File: config.mk
export PLATFORM = sky130hd
export DESIGN_NAME = mcu_bus_arbiter
export DESIGN_NICKNAME = d
export VERILOG_FILES = /design/src/rtl/mcu_bus_pkg.sv /design/src/rtl/bus_wait_counter.sv /design/src/rtl/mcu_bus_arbiter.sv
export SDC_FILE = /design/constraint.sdc
export NUM_CORES = 1
export LEC_CHECK = 0
export BUFFER_PORTS_ARGS = -buffer_cell sky130_fd_sc_hd__buf_2
export CORE_ASPECT_RATIO = 1.2
export CORE_UTILIZATION = 50
export CTS_BUF_LIST = sky130_fd_sc_hd__clkbuf_2
export CTS_CLUSTER_DIAMETER = 150
export DETAILED_ROUTE_END_ITERATION = 6
export GPL_ROUTABILITY_DRIVEN = 1
export PLACE_DENSITY = 0.94
export SLEW_MARGIN = 10
export SYNTH_ARGS = -nofsm -noshare
export SYNTH_HDL_FRONTEND = slang
export SYNTH_HIERARCHICAL = 1
export SYNTH_SLANG_ARGS = --single-unit
File: constraint.sdc
create_clock -name clk -period 2.6 [get_ports clk]
set_clock_uncertainty 0.15 [all_clocks]
set_input_delay 0.26 -clock clk [delete_from_list [all_inputs] [get_ports clk]]
set_output_delay 0.26 -clock clk [all_outputs]
set_load 0.01 [all_outputs]
File: src/rtl/mcu_bus_pkg.sv
// Shared definitions for the external memory bus arbiter: one-hot FSM states,
// master and memory-select encodings, and the round-robin winner helper.
package mcu_bus_pkg;

  typedef enum logic [3:0] {
    ST_IDLE   = 4'b0001,
    ST_SETUP  = 4'b0010,
    ST_ACCESS = 4'b0100,
    ST_DONE   = 4'b1000
  } bus_state_t;

  localparam logic MASTER_FETCH = 1'b0;
  localparam logic MASTER_DATA  = 1'b1;

  localparam logic SEL_ROM = 1'b0;
  localparam logic SEL_RAM = 1'b1;

  // A lone requester wins; on a tie the master that was not served last wins.
  function automatic logic pick_winner(input logic f_req, input logic d_req,
                                       input logic last_owner);
    logic winner;
    if (f_req && d_req) begin
      winner = ~last_owner;
    end else if (d_req) begin
      winner = MASTER_DATA;
    end else begin
      winner = MASTER_FETCH;
    end
    return winner;
  endfunction

endpackage

File: src/rtl/bus_wait_counter.sv
// 4-bit down counter that times the ACCESS phase: load a start value,
// decrement to zero, and flag when zero is reached.
module bus_wait_counter (
  input  logic       clk,
  input  logic       reset,
  input  logic       load,
  input  logic       dec,
  input  logic [3:0] load_val,
  output logic       zero
);

  logic [3:0] count;

  // Load has priority so a new ACCESS phase always starts from a clean value.
  always_ff @(posedge clk or posedge reset) begin
    if (reset) begin
      count <= 4'd0;
    end else if (load) begin
      count <= load_val;
    end else if (dec && (count != 4'd0)) begin
      count <= count - 4'd1;
    end
  end

  assign zero = (count == 4'd0);

endmodule

File: src/rtl/mcu_bus_arbiter.sv
// Arbitrates the external memory bus between the fetch and data ports and
// sequences every access through SETUP, ACCESS and DONE phases.
module mcu_bus_arbiter
  import mcu_bus_pkg::*;
#(
  parameter int ADDR_W      = 16,
  parameter int DATA_W      = 8,
  parameter int WAIT_CYCLES = 2
) (
  input  logic              clk,
  input  logic              reset,
  input  logic              f_req,
  input  logic [ADDR_W-1:0] f_addr,
  output logic              f_ack,
  output logic [DATA_W-1:0] f_rdata,
  input  logic              d_req,
  input  logic              d_we,
  input  logic              d_sel,
  input  logic [ADDR_W-1:0] d_addr,
  input  logic [DATA_W-1:0] d_wdata,
  output logic              d_ack,
  output logic [DATA_W-1:0] d_rdata,
  output logic              d_err,
  output logic [ADDR_W-1:0] addr_bus,
  output logic [DATA_W-1:0] data_out,
  output logic              data_oe,
  input  logic [DATA_W-1:0] data_in,
  output logic              read_en,
  output logic              write_en,
  output logic              memory_select,
  output logic              owner,
  output logic              busy
);

  localparam logic [3:0] WAIT_LOAD = 4'(WAIT_CYCLES - 1);

  bus_state_t state;
  bus_state_t next_state;

  logic grant;
  logic winner;
  logic is_read;
  logic legal_wr;
  logic rom_wr;
  logic wait_zero;
  logic last_access;

  assign grant       = (state == ST_IDLE) && (f_req || d_req);
  assign winner      = pick_winner(f_req, d_req, owner);
  assign last_access = (state == ST_ACCESS) && wait_zero;

  bus_wait_counter u_wait (
    .clk      (clk),
    .reset    (reset),
    .load     (state == ST_SETUP),
    .dec      (state == ST_ACCESS),
    .load_val (WAIT_LOAD),
    .zero     (wait_zero)
  );

  always_ff @(posedge clk or posedge reset) begin
    if (reset) begin
      state <= ST_IDLE;
    end else begin
      state <= next_state;
    end
  end

  always_comb begin
    next_state = state;
    unique case (state)
      ST_IDLE:   if (f_req || d_req) next_state = ST_SETUP;
      ST_SETUP:  next_state = ST_ACCESS;
      ST_ACCESS: if (wait_zero) next_state = ST_DONE;
      ST_DONE:   next_state = ST_IDLE;
      default:   next_state = ST_IDLE;
    endcase
  end

  // Request fields are captured at grant; addr_bus and memory_select then hold
  // until the next grant, which gives the required hold behaviour in IDLE/DONE.
  always_ff @(posedge clk or posedge reset) begin
    if (reset) begin
      owner         <= MASTER_DATA;
      addr_bus      <= '0;
      memory_select <= SEL_RAM;
      data_out      <= '0;
      is_read       <= 1'b0;
      legal_wr      <= 1'b0;
      rom_wr        <= 1'b0;
    end else if (grant) begin
      owner <= winner;
      if (winner == MASTER_DATA) begin
        addr_bus      <= d_addr;
        memory_select <= d_sel;
        is_read       <= ~d_we;
        legal_wr      <= d_we && (d_sel == SEL_RAM);
        rom_wr        <= d_we && (d_sel == SEL_ROM);
        if (d_we && (d_sel == SEL_RAM)) begin
          data_out <= d_wdata;
        end
      end else begin
        addr_bus      <= f_addr;
        memory_select <= SEL_ROM;
        is_read       <= 1'b1;
        legal_wr      <= 1'b0;
        rom_wr        <= 1'b0;
      end
    end
  end

  always_ff @(posedge clk or posedge reset) begin
    if (reset) begin
      f_rdata <= '0;
      d_rdata <= '0;
    end else if (last_access && is_read) begin
      if (owner == MASTER_FETCH) begin
        f_rdata <= data_in;
      end else begin
        d_rdata <= data_in;
      end
    end
  end

  // Strobes decode straight from the state so an async reset clears them at once.
  always_comb begin
    read_en  = 1'b0;
    write_en = 1'b0;
    data_oe  = 1'b0;
    f_ack    = 1'b0;
    d_ack    = 1'b0;
    d_err    = 1'b0;
    busy     = (state != ST_IDLE);
    unique case (state)
      ST_SETUP: begin
        read_en = is_read;
        data_oe = legal_wr;
      end
      ST_ACCESS: begin
        read_en  = is_read;
        write_en = legal_wr;
        data_oe  = legal_wr;
      end
      ST_DONE: begin
        f_ack = (owner == MASTER_FETCH);
        d_ack = (owner == MASTER_DATA);
        d_err = (owner == MASTER_DATA) && rom_wr;
      end
      default: ;
    endcase
  end

endmodule

### Word level (Yosys, flattened, before mapping)

Index checks and enable logic that the tools add are counted.

| word-level totals | value |
|---|---|
| input bits | 54 |
| word-level logic and storage cells | 57 |
| output and inout bits | 49 |
| register bits after elaboration | 53 |

| cells by class | value |
|---|---|
| reduce and logical (&&, ||, !) cells | 17 |
| equality and inequality tests | 7 |
| bitwise operators | 3 |
| mux-type cells | 18 |
| $add $sub $neg | 1 |

Operators with widths:

| kind | count |
|---|---|
| 2-to-1 mux 16 bit | 1 |
| 2-to-1 mux 4 bit | 4 |
| 2-to-1 mux 1 bit | 12 |
| one-hot mux 4 bit (3 select lines) | 1 |
| logical AND 1 bit | 8 |
| AND reduction 2 bit | 3 |
| == test 4 x 1 -> 1 bit, second input constant | 1 |
| == test 4 x 2 -> 1 bit, second input constant | 1 |
| == test 4 x 3 -> 1 bit, second input constant | 1 |
| == test 4 bit, second input constant | 1 |
| zero test 4 bit | 1 |
| inequality test 4 x 1 -> 1 bit, second input constant | 1 |
| nonzero test 4 bit | 1 |
| subtractor 4 x 1 -> 4 bit, second input constant | 1 |
| inverter 1 bit | 3 |
| AND reduction 3 bit | 1 |
| inequality test 2 x 1 -> 1 bit, second input constant | 1 |
| inequality test 2 bit, second input constant | 1 |
| nonzero test 2 bit | 1 |
| OR reduction 2 bit | 1 |
| logical OR 1 bit | 1 |

### Depth between registers and ports, before layout

Gate-level depths: netlist (run 1).

| depth | value |
|---|---|
| depth after elaboration | 4 |
| depth in mapped cells | 7 |
| depth with buffers taken out | 6 |

### Cells and area by module

The synthesis (run 1) kept the hierarchy.

By module, submodules not included:

| module | cells each | area each (µm²) | sequential area each (µm²) | instances |
|---|---|---|---|---|
| mcu_bus_arbiter | 144 | 2257.2 | 1229.9 | 1 |
| bus_wait_counter | 28 | 261.5 | 100.1 | 1 |

### Least setup slack after synthesis (run 1)

Ideal clock, no wire load.

| timing | value |
|---|---|
| path kind | register to register |
| start | reg u_wait.count[0] |
| end | reg f_rdata[0] |
| library setup time | 125 ps |
| path buffers | 1 |
| stages on the path, launching flop included | 8 |
| data arrival time | 1784 ps |
| path slack | 541 ps |
| clock period less this slack | 2059 ps |
| required time | 2325 ps |
| cells stage by stage | dfrtp_1 > inv_1 > ha_1 > or3b_4 > inv_1 > and4b_1 > buf_4 > mux2_2 |

| between the ends | value |
|---|---|
| word-level cells in the longest chain between the ends | 4 |

Ends and longest elaborated chain:

| element | RTL line | source |
|---|---|---|
| from (decl) | bus_wait_counter.sv:12 | `logic [3:0] count;` |
| from (signal assigned) | bus_wait_counter.sv:19 | `count <= load_val;` |
| from (signal assigned) | bus_wait_counter.sv:21 | `count <= count - 4'd1;` |
| zero test 4 bit | bus_wait_counter.sv:25 | `assign zero = (count == 4'd0);` |
| net wait_zero | mcu_bus_arbiter.sv:45 | `logic wait_zero;` |
| logical AND 1 bit | mcu_bus_arbiter.sv:50 | `assign last_access = (state == ST_ACCESS) && wait_zero;` |
| logical AND 1 bit | mcu_bus_arbiter.sv:116 | `end else if (last_access && is_read) begin` |
| AND reduction 2 bit (no source line) | - |  |
| to (signal assigned) | mcu_bus_arbiter.sv:118 | `f_rdata <= data_in;` |
| to (decl) | mcu_bus_arbiter.sv:15 | `output logic [DATA_W-1:0] f_rdata,` |

The timed path passes the listed nets, and every way through them passes these cells.
A chain may end at the register's enable or synchronous reset.

### Worst setup path in the final report (run 1)

| timing | value |
|---|---|
| start | reg u_wait.count[0] |
| end | reg f_rdata[6] |

Same word-level chain as after synthesis.

==> results.json, run 1 <==
{
  "ys_seq_elements": 53,
  "muxShareOfSynthArea_pct": 27.4,
  "fmax_ghz": 0.409,
  "drc": 0,
  "power_density_nw_per_um2": 965,
  "min_path_type": "in -> reg",
  "synth-simple-area-share_pct": 9.49,
  "cts_root_buffer": "clkbuf_2",
  "hold_buffers": 47,
  "tns_ns": 0,
  "nFillCells": 322,
  "crit_required_ns": 2.81,
  "post_drt_wl_per_cell_um": 15.4,
  "holdCritStartpoint": "d_addr[12]",
  "portBuffers": 102,
  "post-cts-setup-buffer-count": 0,
  "crit_fanout": 8,
  "synth-adder-area-share_pct": 0.497,
  "hold_viol_final": 0,
  "max_slew.worst_pin.slew_ns": 1.08,
  "reg2reg_to": "f_rdata[6]$_DFFE_PP0P_",
  "start_util_pct": 53.3,
  "yosysWarnings": 6,
  "cts.path.max_buffers": 2,
  "dieHeight_um": 79.8,
  "dr.pass1.iters": 4,
  "final.min_clock_period_ns": 2.45,
  "numCtsBuffers": 5,
  "rr_worst_depth": 6,
  "multiInputGateArea_um2": 1100,
  "worstSetupStartpointType": "flop",
  "grt_pass1_vias": 1986,
  "synthArstFlopShare_pct": 100,
  "gp_congestion": 0.742,
  "cts.clk_slew.worst_paths_ns": 0.29,
  "whs_endpoint": "addr_bus[12]$_DFFE_PP0P_",
  "synth_cell_types": 45,
  "antenna_found_initial": 0,
  "syn_area_per_cell_um2": 14.6,
  "relSlewSlack_pct": 27.3,
  "die_w_um": 66.8,
  "status": "finished, final reports clean",
  "ys_seq_area_share_pct": 52.8,
  "synth_compound_area_share_pct": 5.07,
  "slew_violations": 0,
  "antenna_cells": 0,
  "grt_max_degree": 30,
  "via_per_inst": 5.04,
  "regArea_um2": 1330,
  "io_pins": 103,
  "grt_pass1_wl_mm": 9.47,
  "drv_cap": 0,
  "crit_path_end_kind": "flop",
  "cts-htree-levels": 2,
  "synth_ff_type": "dfrtp_1",
  "worstReg2RegStart": "u_wait/count[0]$_DFFE_PP0P_",
  "cts.repair.resized": 0,
  "wl_mm": 6.01,
  "hold_depth": 3,
  "finalCritPeriodShare_pct": 94.1,
  "r2r_setup_slack_ns": 0.15,
  "clkSinkCount": 53,
  "synth_top_family_by_area": "multiplexers",
  "synth_edf_count": 0,
  "arrival_ns": 2.66,
  "ant_nets": 0,
  "syn-instance-count": 172,
  "ir_worst_vdd_v": 0.000674,
  "cts_tree": "done",
  "fin_nets": 386,
  "hpwlAfterDp_mm": 3.92,
  "area.growth.synth_to_final_pct": 44.8,
  "setup.worst_path.class": "reg -> reg",
  "final_area_um2": 3650,
  "setup_viol": 0,
  "postPlaceCellArea_um2": 3080,
  "via_count": 1964,
  "clkLatencyLatePin_ns": 0.46,
  "grt_usage_pct": 23.9,
  "p_leak_nw": 1.83,
  "synth_xor_area_share_pct": 0.348,
  "die-area_um2": 5330,
  "overflow": 0,
  "syn_area_um2": 2520,
  "row_count": 27,
  "core_area_um2": 4730,
  "initialDrtViolationCount": 93,
  "final_layout_size_suffix_gt1_share_pct": 55.4,
  "rsz0062_at_grt": "no"
}
final cells by class:
type	instances	area share, %
clock buffers	5	0.686
clock inverters	3	1.27
inverters	9	0.961
multi-input cells	106	30.1
flip-flops and latches	53	36.5
well taps	58	1.99
repair buffers	156	28.5
state kept, by name, summed over array words and instances (netlist names), 4 cells and up:
name	cells
f_rdata	8
d_rdata	8
u_wait/count	4
data_out	8
state	4
addr_bus	16
critical path, cell delays in order (launching register included):
cell	delay [ns]
dfrtp_1	0.47
inv_1	0.10
ha_1	0.22
or3b_4	0.43
inv_1	0.13
and4b_1	0.46
mux2_2	0.39
where the power goes:
group          switching (mW)  internal, mW
combinational           0.710         0.909
clock                   0.270         0.164
sequential              0.264          1.20
total                    1.24          2.27
cell families (layout without fill, tap and decap cells):
kind of cell / Yosys count / count (layout)
flops: 53 / 53
buf+inv: 15 / 173
fa+ha+maj: 1 / 1
mux: 56 / 56
other cells: 2 / 4
simple gates: 26 / 26
compound gates: 18 / 18
xor+xnor: 1 / 1
stage by stage:
step           util, %  worst slack [ns]  total power [mW]  std cells  hold slack [ns]
2_1_floorplan        -             0.541              2.54        174           -0.124
3_3_place_gp      65.0             0.291              2.94        332           0.0214
6_report          77.1             0.154              3.52        390           0.0242
5_1_grt           77.1            0.0570              3.74        390          0.00227
4_1_cts           76.5             0.148              3.51        387        0.0000868
3_5_place_dp      65.0             0.206              3.02        332           0.0204
metal layers:
metal | track usage (%) | wire, um
met3 | 4.00 | 251
met1 | 28.9 | 2410
met2 | 42.7 | 3310
met5 | 0 | 0
met4 | 7.02 | 38
cell usage in the layout, fill, tap and decap left out, drive strengths merged, types with 2 or more instances in the layout:
cell,netlist,layout
buf,5,106
mux2,56,56
dfrtp,50,50
dlygate4sd3,0,50
inv,8,8
clkbuf,1,5
nor4b,5,5
a21oi,4,4
and2,4,4
conb,2,4
o21ai,4,4
dfstp,3,3
nand2,3,3
and4b,2,2
nor3,2,2
clkinv,1,2
nand4,2,2
and3,2,2
worst max path at each step:
stage	start	cells past startpoint	endpoint
after CTS	u_wait/count[0]$_DFFE_PP0P_	6	f_rdata[6]$_DFFE_PP0P_
after floorplan	u_wait/count[0]$_DFFE_PP0P_	7	f_rdata[0]$_DFFE_PP0P_
after global routing	u_wait/count[0]$_DFFE_PP0P_	6	f_rdata[6]$_DFFE_PP0P_
final	u_wait/count[0]$_DFFE_PP0P_	6	f_rdata[6]$_DFFE_PP0P_
after global placement	u_wait/count[0]$_DFFE_PP0P_	6	f_rdata[7]$_DFFE_PP0P_
after detailed placement	u_wait/count[0]$_DFFE_PP0P_	6	f_rdata[6]$_DFFE_PP0P_
cell usage after synthesis (2+ instances only):
master | n | area, um2
mux2_2 | 40 | 450
nor4b_4 | 2 | 47.6
nor4b_1 | 2 | 17.5
a21oi_1 | 4 | 20.0
and4b_1 | 2 | 20.0
dfrtp_1 | 50 | 1250
and2_1 | 4 | 25.0
conb_1 | 2 | 7.51
nor3_1 | 2 | 10.0
dfstp_2 | 3 | 78.8
mux2_4 | 16 | 240
o21ai_1 | 2 | 10.0
nand2_1 | 3 | 11.3
inv_1 | 8 | 30.0
buf_12 | 2 | 40.0
No activity file was read; power rests on OpenSTA's default activity.
==> run 2, diff against run 1 <==
--- a/config.mk
+++ b/config.mk
@@ -5,14 +5,14 @@
 export SDC_FILE = /design/constraint.sdc
 export NUM_CORES = 1
 export LEC_CHECK = 0
-export BUFFER_PORTS_ARGS = -buffer_cell sky130_fd_sc_hd__buf_2
 export CORE_ASPECT_RATIO = 1.2
-export CORE_UTILIZATION = 50
+export CORE_UTILIZATION = 65
 export CTS_BUF_LIST = sky130_fd_sc_hd__clkbuf_2
 export CTS_CLUSTER_DIAMETER = 150
 export DETAILED_ROUTE_END_ITERATION = 6
+export DONT_BUFFER_PORTS = 1
 export GPL_ROUTABILITY_DRIVEN = 1
-export PLACE_DENSITY = 0.94
+export PLACE_DENSITY = 0.92
 export SLEW_MARGIN = 10
 export SYNTH_ARGS = -nofsm -noshare
 export SYNTH_HDL_FRONTEND = slang
==> results.json, run 2 (synthesis results as in run 1) <==
{
  "hpwlAfterDp_mm": 3.40,
  "status": "finished, final reports clean",
  "cts.path.max_buffers": 2,
  "grt_usage_pct": 34.5,
  "area.growth.synth_to_final_pct": 29.0,
  "ir_worst_vdd_v": 0.000787,
  "numCtsBuffers": 5,
  "post-cts-setup-buffer-count": 0,
  "cp.depth": 5,
  "dr.pass1.iters": 4,
  "crit_slowest_cell": "dlygate4sd3_1",
  "start_util_pct": 68.8,
  "crit_path_end_kind": "flop",
  "rsz0062_at_grt": "no",
  "p_leak_nw": 1.46,
  "grt_pass1_wl_mm": 10.1,
  "crit_buf_inv": 2,
  "cts.repair.resized": 0,
  "finalCritPeriodShare_pct": 97.2,
  "overflow": 0,
  "arrival_ns": 2.77,
  "dieHeight_um": 70.2,
  "row_count": 24,
  "cts_tree": "done",
  "clkSinkCount": 53,
  "max_slew.worst_pin.slew_ns": 0.962,
  "setup_viol": 0,
  "final_common_cell": "dlygate4sd3_1",
  "fin_nets": 298,
  "core_area_um2": 3660,
  "die_w_um": 58.8,
  "ant_nets": 0,
  "path_cells": "nor4b_4, buf_4, nand4_4, mux2_2, dlygate4sd3_1",
  "via_count": 1758,
  "cts-htree-levels": 2,
  "min_path_type": "in -> reg",
  "regMostFlops": "addr_bus",
  "antenna_cells": 0,
  "initialDrtViolationCount": 83,
  "die-area_um2": 4130,
  "via_per_inst": 5.94,
  "grt_max_degree": 50,
  "largest_reg_flops": 16,
  "crit_fanout": 9,
  "io_pins": 103,
  "gp_congestion": 0.755,
  "rr_worst_depth": 5,
  "relSlewSlack_pct": 35.8,
  "final.min_clock_period_ns": 2.53,
  "drc": 0,
  "wl_mm": 6.60,
  "max_stage_delay_ns": 0.59,
  "cts.clk_slew.worst_paths_ns": 0.29,
  "clkLatencyLatePin_ns": 0.47,
  "fmax_ghz": 0.396,
  "setup.worst_path.class": "reg -> reg",
  "cpLargestDelayFamily": "buffers and inverters",
  "power_density_nw_per_um2": 1040,
  "final_cell_mix": "dlygate4sd3_1, dfrtp_1, mux2_2",
  "crit_required_ns": 2.85,
  "hold_viol_final": 0,
  "cts_root_buffer": "clkbuf_2",
  "post_drt_wl_per_cell_um": 22.3,
  "hold_buffers": 64,
  "slew_violations": 0,
  "timing.hold.ws_ns": 0.165,
  "portBuffers": 0,
  "antenna_found_initial": 0,
  "finalPower_mw": 3.38,
  "final_layout_size_suffix_gt1_share_pct": 33.6,
  "drv_cap": 0,
  "tns_ns": 0,
  "grt_pass1_vias": 2027,
  "worstSetupStartpointType": "flop",
  "hold_depth": 3
}
-- run 2: cell count changes in the layout (fill, tap and decap cells not counted), sizes merged --
cell | previous run | this run
buf | 106 | 4
dlygate4sd3 | 50 | 64
bufinv | 1 | 0
inv | 8 | 9
-- run 2: worst reg2reg max path, delay by kind of cell, from the launching register on --
family,cells,cell delay (ns)
muxes,1,0.34
DFF,1,0.56
buffers and inverters,2,0.82
and+or+nand+nor,2,0.59
-- run 2: worst paths after layout --
check / to / slack (ns) / from
max: data_out[2]$_DFFE_PP0P_ / 0.07 / state[3]$_DFFE_PP0P_
min: memory_select$_DFFE_PP1P_ / 0.17 / f_req
max reg2reg: data_out[2]$_DFFE_PP0P_ / 0.07 / state[3]$_DFFE_PP0P_
min reg2reg: legal_wr$_DFFE_PP0P_ / 0.46 / legal_wr$_DFFE_PP0P_
min in group asynchronous: f_rdata[3]$_DFFE_PP0P_ / 0.29 / reset
max in group asynchronous: addr_bus[8]$_DFFE_PP0P_ / 1.41 / reset
-- run 2: routing by layer --
layer  global-route usage, %  vias to the layer above  wire [um]
met2                    61.5                      104       3630
li1                        -                      755          -
met3                    8.33                       22        443
met5                       0                        -          0
met1                    36.3                      877       2270
met4                    17.7                        0        257
-- run 2: where the power goes --
part | internal (mW) | switching, mW | total (mW)
clock network | 0.0717 | 0.283 | 0.354
registers | 1.20 | 0.496 | 1.70
logic | 0.797 | 0.526 | 1.32
-- run 2: cell type report --
class / instances / area [um2]
clock inverter: 3 / 25.0
fill: 157 / 415
clock buffer: 5 / 25.0
inverter: 9 / 35.0
sequential: 53 / 1330
multi-input combinational: 106 / 1100
timing repair buffer: 68 / 671
tap: 52 / 65.1
-- run 2: through the flow --
step | area, um2 | instances | setup WS (ns) | util (%)
6_report | 3250 | 296 | 0.0717 | 88.7
5_1_grt | 3250 | 296 | 0.0414 | 88.7
4_1_cts | 3250 | 296 | 0.124 | 88.7
3_5_place_dp | 2560 | 224 | 0.237 | 69.8
3_3_place_gp | 2560 | 224 | 0.389 | 69.8
2_1_floorplan | 2530 | 174 | 0.541 | -
